**config.mk**
```make
export PLATFORM = sky130hd
export DESIGN_NAME = if_stage
export DESIGN_NICKNAME = d
export VERILOG_FILES = /design/src/rtl/if_stage_pkg.sv /design/src/rtl/if_stage_npc_sel.sv /design/src/rtl/if_stage.sv
export SDC_FILE = /design/constraint.sdc
export NUM_CORES = 1
export LEC_CHECK = 0
export ABC_CLOCK_PERIOD_IN_PS = 5000
export CORE_ASPECT_RATIO = 0.8
export CORE_MARGIN = 2
export CORE_UTILIZATION = 48
export CTS_CLUSTER_DIAMETER = 150
export CTS_CLUSTER_SIZE = 40
export DETAILED_ROUTE_END_ITERATION = 10
export PLACE_DENSITY_LB_ADDON = 0.05
export SLEW_MARGIN = 0
export SYNTH_ARGS = -nofsm -noshare
export SYNTH_HDL_FRONTEND = slang
export SYNTH_SLANG_ARGS = --single-unit
```
**constraint.sdc**
```tcl
create_clock -name clk -period 5 [get_ports clk]
set_clock_uncertainty 0.15 [all_clocks]
set_input_delay 1 -clock clk [delete_from_list [all_inputs] [get_ports clk]]
set_output_delay 1 -clock clk [all_outputs]
set_load 0.05 [all_outputs]
```
**src/rtl/if_stage_pkg.sv**
```systemverilog
// Shared definitions for the P5 MIPS instruction-fetch stage.
// Reset PC, bubble word, next-PC select encoding and the IF/ID bundle.
package if_stage_pkg;

    localparam logic [31:0] PC_RESET = 32'h0000_3000;
    localparam logic [31:0] NOP_WORD = 32'h0000_0000;

    typedef enum logic [1:0] {
        NPC_SEQ = 2'b00,
        NPC_BR  = 2'b01,
        NPC_J   = 2'b10,
        NPC_JR  = 2'b11
    } npc_sel_e;

    typedef struct packed {
        logic [31:0] instr;
        logic [31:0] pc;
        logic [31:0] pc4;
        logic        valid;
    } if_id_t;

    function automatic logic [31:0] word_align(input logic [31:0] a);
        return {a[31:2], 2'b00};
    endfunction

endpackage

```
**src/rtl/if_stage_npc_sel.sv**
```systemverilog
// Combinational next-PC mux: jr > jump > branch > PC+4.
// Redirects only count when the ID-stage instruction is valid.
import if_stage_pkg::*;

module npc_sel (
    input  logic [31:0] pc,
    input  logic [31:0] if_id_pc4,
    input  logic        if_id_valid,
    input  logic        br_taken,
    input  logic [31:0] br_offset,
    input  logic        jump,
    input  logic [25:0] j_index,
    input  logic        jr,
    input  logic [31:0] jr_target,
    output logic [31:0] npc,
    output logic [31:0] pc_plus4,
    output logic        redirect,
    output logic        misalign
);

    npc_sel_e sel;

    assign pc_plus4 = pc + 32'd4;

    // Prioritised select, then target mux
    always_comb begin
        sel = NPC_SEQ;
        if (if_id_valid) begin
            if (jr)            sel = NPC_JR;
            else if (jump)     sel = NPC_J;
            else if (br_taken) sel = NPC_BR;
        end
        unique case (sel)
            NPC_JR:  npc = word_align(jr_target);
            NPC_J:   npc = {if_id_pc4[31:28], j_index, 2'b00};
            NPC_BR:  npc = if_id_pc4 + br_offset;
            default: npc = pc_plus4;
        endcase
        redirect = (sel != NPC_SEQ);
        misalign = (sel == NPC_JR) && (jr_target[1:0] != 2'b00);
    end

endmodule

```
**src/rtl/if_stage.sv**
```systemverilog
// P5 MIPS fetch stage: PC register, next-PC select, IF/ID register.
// IF_STAGE_DELAY_SLOT_EN keeps the fetched word on redirect (delay slot).
import if_stage_pkg::*;

module if_stage (
    input  logic        clk,
    input  logic        reset,
    input  logic        stall,
    input  logic        br_taken,
    input  logic [31:0] br_offset,
    input  logic        jump,
    input  logic [25:0] j_index,
    input  logic        jr,
    input  logic [31:0] jr_target,
    input  logic [31:0] im_rdata,
    output logic [31:0] im_addr,
    output logic [31:0] if_id_instr,
    output logic [31:0] if_id_pc,
    output logic [31:0] if_id_pc4,
    output logic        if_id_valid,
    output logic        fetch_err
);

    logic [31:0] pc_q, pc_d;
    if_id_t      if_id_q, if_id_d;
    logic        fetch_err_q, fetch_err_d;

    logic [31:0] npc;
    logic [31:0] pc_plus4;
    logic        redirect;
    logic        misalign;

    npc_sel u_npc_sel (
        .pc          (pc_q),
        .if_id_pc4   (if_id_q.pc4),
        .if_id_valid (if_id_q.valid),
        .br_taken    (br_taken),
        .br_offset   (br_offset),
        .jump        (jump),
        .j_index     (j_index),
        .jr          (jr),
        .jr_target   (jr_target),
        .npc         (npc),
        .pc_plus4    (pc_plus4),
        .redirect    (redirect),
        .misalign    (misalign)
    );

    // Next-state: stall freezes everything, else advance or redirect
    always_comb begin
        pc_d        = pc_q;
        if_id_d     = if_id_q;
        fetch_err_d = fetch_err_q;
        if (!stall) begin
            pc_d        = npc;
            fetch_err_d = fetch_err_q | misalign;
            if (redirect) begin
`ifdef IF_STAGE_DELAY_SLOT_EN
                if_id_d = '{instr: im_rdata, pc: pc_q,
                            pc4: pc_plus4, valid: 1'b1};
`else
                if_id_d = '{instr: NOP_WORD, pc: '0,
                            pc4: '0, valid: 1'b0};
`endif
            end else begin
                if_id_d = '{instr: im_rdata, pc: pc_q,
                            pc4: pc_plus4, valid: 1'b1};
            end
        end
    end

    // State registers with synchronous active-low reset
    always_ff @(posedge clk) begin
        if (!reset) begin
            pc_q        <= PC_RESET;
            if_id_q     <= '{instr: NOP_WORD, pc: '0,
                             pc4: '0, valid: 1'b0};
            fetch_err_q <= 1'b0;
        end else begin
            pc_q        <= pc_d;
            if_id_q     <= if_id_d;
            fetch_err_q <= fetch_err_d;
        end
    end

    assign im_addr     = pc_q;
    assign if_id_instr = if_id_q.instr;
    assign if_id_pc    = if_id_q.pc;
    assign if_id_pc4   = if_id_q.pc4;
    assign if_id_valid = if_id_q.valid;
    assign fetch_err   = fetch_err_q;

endmodule
```
# Word level (Yosys, flattened, before mapping)
# Index checks and enable logic that the tools add are counted.
[classes] multipliers=0 reduce_logical=3 shifts=0 order_cmp=0 add_sub_neg=2 eq_ne=3 n_div=0 bitwise=1 mux=6
[op_table] operator="$mux W97" n=1
[op_table] operator="$pmux W32 S3" n=1
[op_table] operator="$add A32 B3 Y32 const B" n=1
[op_table] operator="$add A32 B32 Y32" n=1
[op_table] operator="$mux W2" n=3
[op_table] operator="$eq A2 B2 Y1 const B" n=2
[op_table] operator="$reduce_bool A2 Y1" n=2
[op_table] operator="$eq A2 B1 Y1 const B" n=1
[op_table] operator="$logic_and A1 B1 Y1" n=1
[op_table] operator="$mux W1" n=1
[op_table] operator="$or A1 B1 Y1" n=1
[word_totals] rom_bits=0 reg_bits=130 n_memories=0 latch_bits=0 ram_bits=0 out_inout_bits=130 word_cells=21 in_bits=128

# Logic depth before layout (Yosys ltp)
# Gate-level depths: netlist of run 1.
[depth] depth_word=7 ltp_mapped=10 mapped_depth_nobuf=10

# Hierarchy
# A second synthesis of run 1 with hierarchy kept.
[hier_totals] hier_cells=989 hier_area_um2=8230.4
[by_module_without_submodules] mod="if_stage" area_each_um2=5106.1 n_inst=1 seq_area_each_um2=2602.5 cells_each=537
[by_module_without_submodules] mod="npc_sel" area_each_um2=3124.2 n_inst=1 seq_area_each_um2=0.0 cells_each=452

# Worst setup path after synthesis of run 1
# Ideal clock, no wire load.
[synth_timing] kind="input to register" startpoint="input port br_offset[14]" endpoint="register pc_q[31], in the netlist im_addr[31]" stages=9 path_buffers=1 setup_time_ns=0.116 setup_slack_ns=1.377 arrival_ns=3.357 cell_sequence="ha_1 -> clkbuf_1 -> a21o_1 -> a2111oi_0 -> a31oi_1 -> a2111o_1 -> a31oi_1 -> mux2_2 -> a41o_2"
[synth_via] elab_chain_cells=2
[synth_lines] element="start, declared" line_no="if_stage.sv:10" rtl="input logic [31:0] br_offset,"
[synth_lines] element="$add A32 B32 Y32" line_no="if_stage_npc_sel.sv:36" rtl="NPC_BR: npc = if_id_pc4 + br_offset;"
[synth_lines] element="$pmux W32 S3" line_no="if_stage_npc_sel.sv:33" rtl="unique case (sel)"
[synth_lines] element="end signal, assigned" line_no="if_stage.sv:80" rtl="pc_q <= pc_d;"
[synth_lines] element="end, declared" line_no="if_stage.sv:24" rtl="logic [31:0] pc_q, pc_d;"
# Every way passes these cells.
# A chain may end at the register's enable or synchronous reset.

# Worst setup path after layout of run 1
[layout_timing] startpoint="input port br_offset[1]" endpoint="register pc_q[31], in the netlist im_addr[31]"
# The elaborated chain is that of the path after synthesis.

==> impl_results.md, run 1 <==
- DR iter-0 viols: 595
- Top sig layer: met4
- Layout Nets: roughly 1400
- CP max FO: 4
- Fmax: 248.0 MHz
- TritonCTS Sinks: approximately 130
- Pwr Total: 0.003253 W
- Met3 wire len: approximately 2200 µm
- Worst setup SP type: primary input
- Met2 WL: 11450 µm
- Top FF cell, synth: dfxtp_1
- IO buf count: 257
- Maximum vdd drop: 0.2506 mV
- Run status: finished clean
- Clock share of power: between 40% and 50%
- Number of core rows: about 40
- Synth Register Bits: 128
- Clock root buffer: clkbuf_16
- Int Power: 0.002208 W
- Max-Cap Viols: 0
- GR Util All Layers: 28.32%
- # Post-CTS Setup Buffers: 0
- Routed Antenna Nets: 0
- Die Y: approximately 120 µm
- Post-synthesis sequential area ratio: 33.69%
- First-pass GRT wire length: 37540 µm
- Hold buffers post-CTS: 0
- RR Startpoint: if_id_pc[1]$_SDFFE_PN0N_
- Hold wc startpoint: fetch_err$_SDFFE_PN0N_
- Final hold violations: 0
- Hold Path Depth: 1
- PwrDens: 299.1 nW/µm²
- TritonCTS clock tree: yes
- DRC violations left: 0
- Post-synthesis cell count: ~1000
- Global route overflow: 0
- Clock Path Buffers: 2
- Syn Nets: ~1200
- Hold Crit Class: flop to flop
- Routed length on met1: around 10000 µm
- Initial antenna violation count: 0
- Worst-skew pair later-pin latency: 420 ps
- Clock-pin slew on the worst setup and hold paths: 60 ps
- # IOs: 258
- Mapped Area: 7606 µm²
- CP arrival: 4200 ps
- Tcrit/Tclk final: 80.66%
- Layout cell share with drive strength beyond 1: roughly 4.8%
- Via-to-Cell Ratio: 5.568
- Crit. Startpoint: br_offset[1]
- Pin count of the biggest net entering global routing: 94
- Measured slew at the worst slew-check pin: 858.7 ps
- PostCTS Resize Cnt: 0
- Tmin final: 4033 ps
- Die ar.: 16880 µm²
- Detailed Place HPWL: around 17000 µm
- Fin. max-slew vios: 0
- Required @ worst endpoint: 5170 ps
- Die Width: 144.7 µm
- Vias in the first global route: ~7400
- Starting Density: 48.61%
- DR vias: 8102
- RSZ-0062 raised after global routing: false
- H-tree Lvls: 4
- Total clock buffers created by CTS: 17
- Core area: 15650 µm²
- Psw: 0.001046 W
- Logic gate share of total power: 24.9%
- Drt total wl: roughly 24000 µm
- Diode count: 0
- Lkg Pwr: between 4 and 5 nW
- Sw frac: 32.15%
- Final design utilization: a little over two thirds
- Fin Hold WS: 313.4 ps
- Reg2Reg Depth: 9
- Endpoint class of the critical path: flop
- Synth async-reset ratio: 0%
- Drt first pass iters: 5
- Synth warn: 0
- Routability cong.: 0.9009
- Synthesis-to-layout area growth: 43.02%
- Sum of negative setup slack: 0 ps
- Reg power frac: between 30% and 40%
- CP Class: primary input to flop
- Post-synth EDFFs: 0
- Max-Slew Margin vs Limit: 42.76%
- # setup viols final: 0
- Routed WL per cell: 16.83 µm
- Distinct cell type count after synthesis: 63
- Mean post-synth cell area: between 7 and 8 µm²
==> synth_stat cells, drive strengths merged (2+ instances only) <==
cell	instances	area share, %
nand4	13	1.3
o211ai	4	0.39
a211o	3	0.35
clkbuf	53	2.6
a211oi	4	0.39
dfxtp	128	34
o21bai	2	0.20
a222oi	3	0.39
inv	8	0.39
nor3	12	0.79
buf	17	0.99
a21boi	5	0.49
ha	32	5.3
mux2i	3	0.39
a41oi	2	0.23
and3	11	0.90
xnor2	30	3.5
a221o	2	0.26
a21o	22	2.2
a41o	3	0.41
o21a	5	0.49
or2	5	0.41
nor2b	14	1.2
nor2	55	2.7
and2	73	6.0
nand2b	4	0.33
o31ai	5	0.49
o311ai	2	0.23
xor2	15	1.7
a221oi	7	0.81
nor4	5	0.61
nand3	28	1.8
o21ai	127	8.4
or3	7	0.58
a22oi	20	2.0
or4	2	0.25
nand2	174	8.6
nand3b	2	0.20
a31oi	26	2.1
a21oi	65	4.3
==> layout by cell type, fill, tap and decap left out, types with 14 or more instances in the layout <==
master	instances
dfxtp_1	128
nor2_1	54
xnor2_1	30
clkdlybuf4s50_1	255
nor2b_1	14
ha_1	32
a22oi_1	20
xor2_1	15
and2_1	73
a31oi_1	26
a21oi_1	65
nand3_1	28
o21ai_0	127
a21o_1	21
nand2_1	173
clkbuf_16	17
==> routing by layer <==
metal  track usage [%]  vias to the layer above
met1             35.43                     3703
met3             7.749                       45
met4             11.00                        0
met2             46.67                      337
met5                 0                        -
li1                  -                     4017
==> power by group through the flow <==
stage                     Sequential (W)  Combinational, W  Clock, W
after floorplan                  0.00133          0.000319         0
after global placement           0.00116          0.000794         0
after detailed placement         0.00116          0.000800         0
after CTS                        0.00114          0.000806   0.00133
after global routing             0.00115          0.000869   0.00136
final                            0.00114          0.000809   0.00131
==> stage by stage <==
step / std cells / worst slack (ps) / cell area, µm²
after global routing: 1455 / 871.6 / 10880
after floorplan: 1011 / 1377 / 7606
after global placement: 1423 / 645.8 / 10260
final: 1455 / 966.9 / 10880
after detailed placement: 1423 / 609.3 / 10260
after CTS: 1455 / 1030 / 10880
==> registers in the layout, indices dropped and copies added, names as in the netlist <==
signal	count
im_addr	32
if_id_pc	32
if_id_pc4	30
fetch_err	1
if_id_valid	1
if_id_instr	32
==> layout make-up <==
type	count	area [µm²]
Fill cell	1365	4768
Clock inverter	14	180.2
Multi-Input combinational cell	805	4755
Inverter	8	30.03
Sequential cell	128	2562
Timing Repair Buffer	267	2643
Clock buffer	18	439.2
Tap cell	215	269.0
==> worst max-delay path, cell delays in order <==
cell	delay, ps
clkdlybuf4s50_1	460
ha_1	330
a211oi_1	280
o31ai_1	210
o211ai_1	330
a31oi_1	250
a2111o_1	520
a31oi_1	200
mux2_2	350
a41o_2	260
==> kinds of logic after synthesis <==
kind of cell	count (synthesis)	share of synthesized area, %
compound gates	316	25.15
xor+xnor	45	5.182
fa+ha+maj	33	5.527
buf+inv	78	4.014
flops	128	33.69
mux	4	0.5429
simple gates	407	25.89
==> worst paths after layout <==
path                                   end  slack, ps
setup / recovery  im_addr[31]$_SDFFE_PN0N_        970
hold / removal      fetch_err$_SDFFE_PN0N_        310
setup reg to reg  im_addr[31]$_SDFFE_PN0N_       1590
hold reg to reg     fetch_err$_SDFFE_PN0N_        310
Power figures use the tool's default switching activity.
==> run 2, diff against run 1 <==
--- a/config.mk
+++ b/config.mk
@@ -5,10 +5,10 @@
 export SDC_FILE = /design/constraint.sdc
 export NUM_CORES = 1
 export LEC_CHECK = 0
-export ABC_CLOCK_PERIOD_IN_PS = 5000
+export ABC_CLOCK_PERIOD_IN_PS = 4200
 export CORE_ASPECT_RATIO = 0.8
 export CORE_MARGIN = 2
-export CORE_UTILIZATION = 48
+export CORE_UTILIZATION = 47
 export CTS_CLUSTER_DIAMETER = 150
 export CTS_CLUSTER_SIZE = 40
 export DETAILED_ROUTE_END_ITERATION = 10
==> constraint.sdc (replaced) <==
create_clock -name clk -period 4.2 [get_ports clk]
set_clock_uncertainty 0.15 [all_clocks]
set_input_delay 0.84 -clock clk [delete_from_list [all_inputs] [get_ports clk]]
set_output_delay 0.84 -clock clk [all_outputs]
set_load 0.05 [all_outputs]
==> run 2 against run 1 <==
The run now ends with design-rule violations left. Final area grew 0.75%. Total power grew 19%. Final cell count grew 0.82%. Largest power group unchanged.
==> impl_results.md, run 2 (synthesis results as in run 1) <==
- Final design utilization: 69.36%
- Run status: finished, violations left
- Vias in the first global route: 7690
- Dpl cell area: approximately 10000 µm²
- TritonCTS clock tree: yes
- PostCTS Resize Cnt: 0
- Initial antenna violation count: 0
- Diode count: 0
- Routed Antenna Nets: 0
- Clock share of power: 39.9%
- Non-Filler Instances: 1467
- Reg power frac: around a third
- # setup viols final: 0
- Sw frac: about 32%
- Psw: between 0.001 and 0.0015 W
- CP max FO: 4
- CP arrival: 3940 ps
- Via-to-Cell Ratio: ~5.6
- Reg-to-Reg End: im_addr[29]$_SDFFE_PN0N_
- Number of core rows: 41
- Worst Hold Path EP: fetch_err$_SDFFE_PN0N_
- Reg2Reg Depth: 10
- Sum of negative setup slack: 0 ps
- Endpoint class of the critical path: flop
- # IOs: around 260
- Die Y: 117.8 µm
- Hold Path Depth: 1
- Failing checks: design-rule violations
- Maximum vdd drop: roughly 0.31 mV
- Routability cong.: 0.9122
- Int Power: 0.002622 W
- Clock-pin slew on the worst setup and hold paths: 60 ps
- Logic gate share of total power: 25.3%
- Fin. max-slew vios: 0
- Hold Crit Class: flop to flop
- Final Instance Area: 10960 µm²
- Layout cell share with drive strength beyond 1: under 10%
- Lkg Pwr: 4.325 nW
- Hold buffers post-CTS: 0
- Tmin final: 3787 ps
- Final hold violations: 0
- Drt total wl: 25600 µm
- TritonCTS Sinks: 128
- DRC violations left: 1
- Max-Slew Margin vs Limit: 42.44%
- Routed WL per cell: 17.45 µm
- Commonest non-fill, non-tap cell in the layout: clkdlybuf4s50_1
- CP Class: primary input to flop
- Starting Density: 48.14%
- Clock Path Buffers: 2
- Layout Nets: 1400
- Total clock buffers created by CTS: 17
- Drt first pass iters: 8
- RSZ-0062 raised after global routing: false
- # Post-CTS Setup Buffers: 0
- DR vias: 8212
- Global route overflow: 0
- GR Util All Layers: between 20 and 30%
- First-pass GRT wire length: 40620 µm
- Hold wc startpoint: fetch_err$_SDFFE_PN0N_
- Tcrit/Tclk final: 90.17%
- Worst-skew pair later-pin latency: 430 ps
- Measured slew at the worst slew-check pin: 863.3 ps
- H-tree Lvls: 4
- Core area: 15800 µm²
- PwrDens: 354.4 nW/µm²
- Inst Count DP: 1435
- Pin count of the biggest net entering global routing: 100
- Die Width: 146.2 µm
- Most frequent cells in the layout: 255 x clkdlybuf4s50_1, 173 x nand2_1, 128 x dfxtp_1
- Die ar.: 17220 µm²
- Detailed Place HPWL: 18310 µm
- Clock root buffer: clkbuf_16
- Synthesis-to-layout area growth: 44.09%
- Number of fill cells: 1370
- DR iter-0 viols: between 600 and 700
- Worst setup SP type: primary input
- RR Startpoint: if_id_pc[1]$_SDFFE_PN0N_
- R2R Setup Slk: 880 ps
- Required @ worst endpoint: around 4400 ps
- IO buf count: about 260
- Fmax: 264.0 MHz
- Max-Cap Viols: 0
==> run 2: area by class of cell <==
type                    count  area [µm²]  area share (%)
multi-input cells         805        4755           43.38
repair buffers            279        2733           24.93
flip-flops and latches    128        2562           23.38
clock buffers              18       429.2           3.916
well taps                 215       269.0           2.455
clock inverters            14       181.4           1.655
inverters                   8       30.03          0.2740
==> run 2: worst max-delay path, stage by stage <==
cell and delay, ps:
clkdlybuf4s50_1 450, ha_1 330, a211oi_1 310, o31ai_1 170, o211ai_1 310, a31oi_1 230
buf_4 200, a211o_1 350, a41oi_1 380, mux2i_1 260, a31oi_1 100
==> run 2: how the worst max path moves through the flow <==
stage,from,endpoint,cells past startpoint,slack (ps)
after floorplan,br_offset[14],im_addr[31]$_SDFFE_PN0N_,9,740
after global placement,br_offset[1],im_addr[31]$_SDFFE_PN0N_,10,110
after detailed placement,br_offset[1],im_addr[31]$_SDFFE_PN0N_,10,40
after CTS,br_offset[1],im_addr[31]$_SDFFE_PN0N_,10,480
after global routing,br_offset[1],im_addr[31]$_SDFFE_PN0N_,10,310
final,br_offset[1],im_addr[29]$_SDFFE_PN0N_,11,410
==> run 2: power groups by stage <==
stage | Combinational [W] | Clock [W] | Sequential [W]
after global routing | 0.00106 | 0.00162 | 0.00136
after CTS | 0.000979 | 0.00157 | 0.00135
after detailed placement | 0.000972 | 0 | 0.00138
after floorplan | 0.000379 | 0 | 0.00159
final | 0.000983 | 0.00155 | 0.00135
after global placement | 0.000965 | 0 | 0.00137
==> run 2: metal layers <==
metal  GRT usage [%]  share of wire [%]  up-vias
met5               0                  0        -
met4           8.617                2.0        0
met3           7.132                8.6       40
met2           48.91                 47      336
met1           37.04                 43     3797
li1                -                  -     4039
==> run 2: metrics by stage <==
stage / power, W / hold slack [ps] / setup WS (ps)
floorplan: 0.001965 / 557.7 / 736.9
global placement: 0.002339 / 297.5 / 111.5
finish: 0.003884 / 322.9 / 412.8
global route: 0.004035 / 351.3 / 306.1
CTS: 0.003896 / 323.4 / 475.1
detailed placement: 0.002348 / 308.7 / 42.89
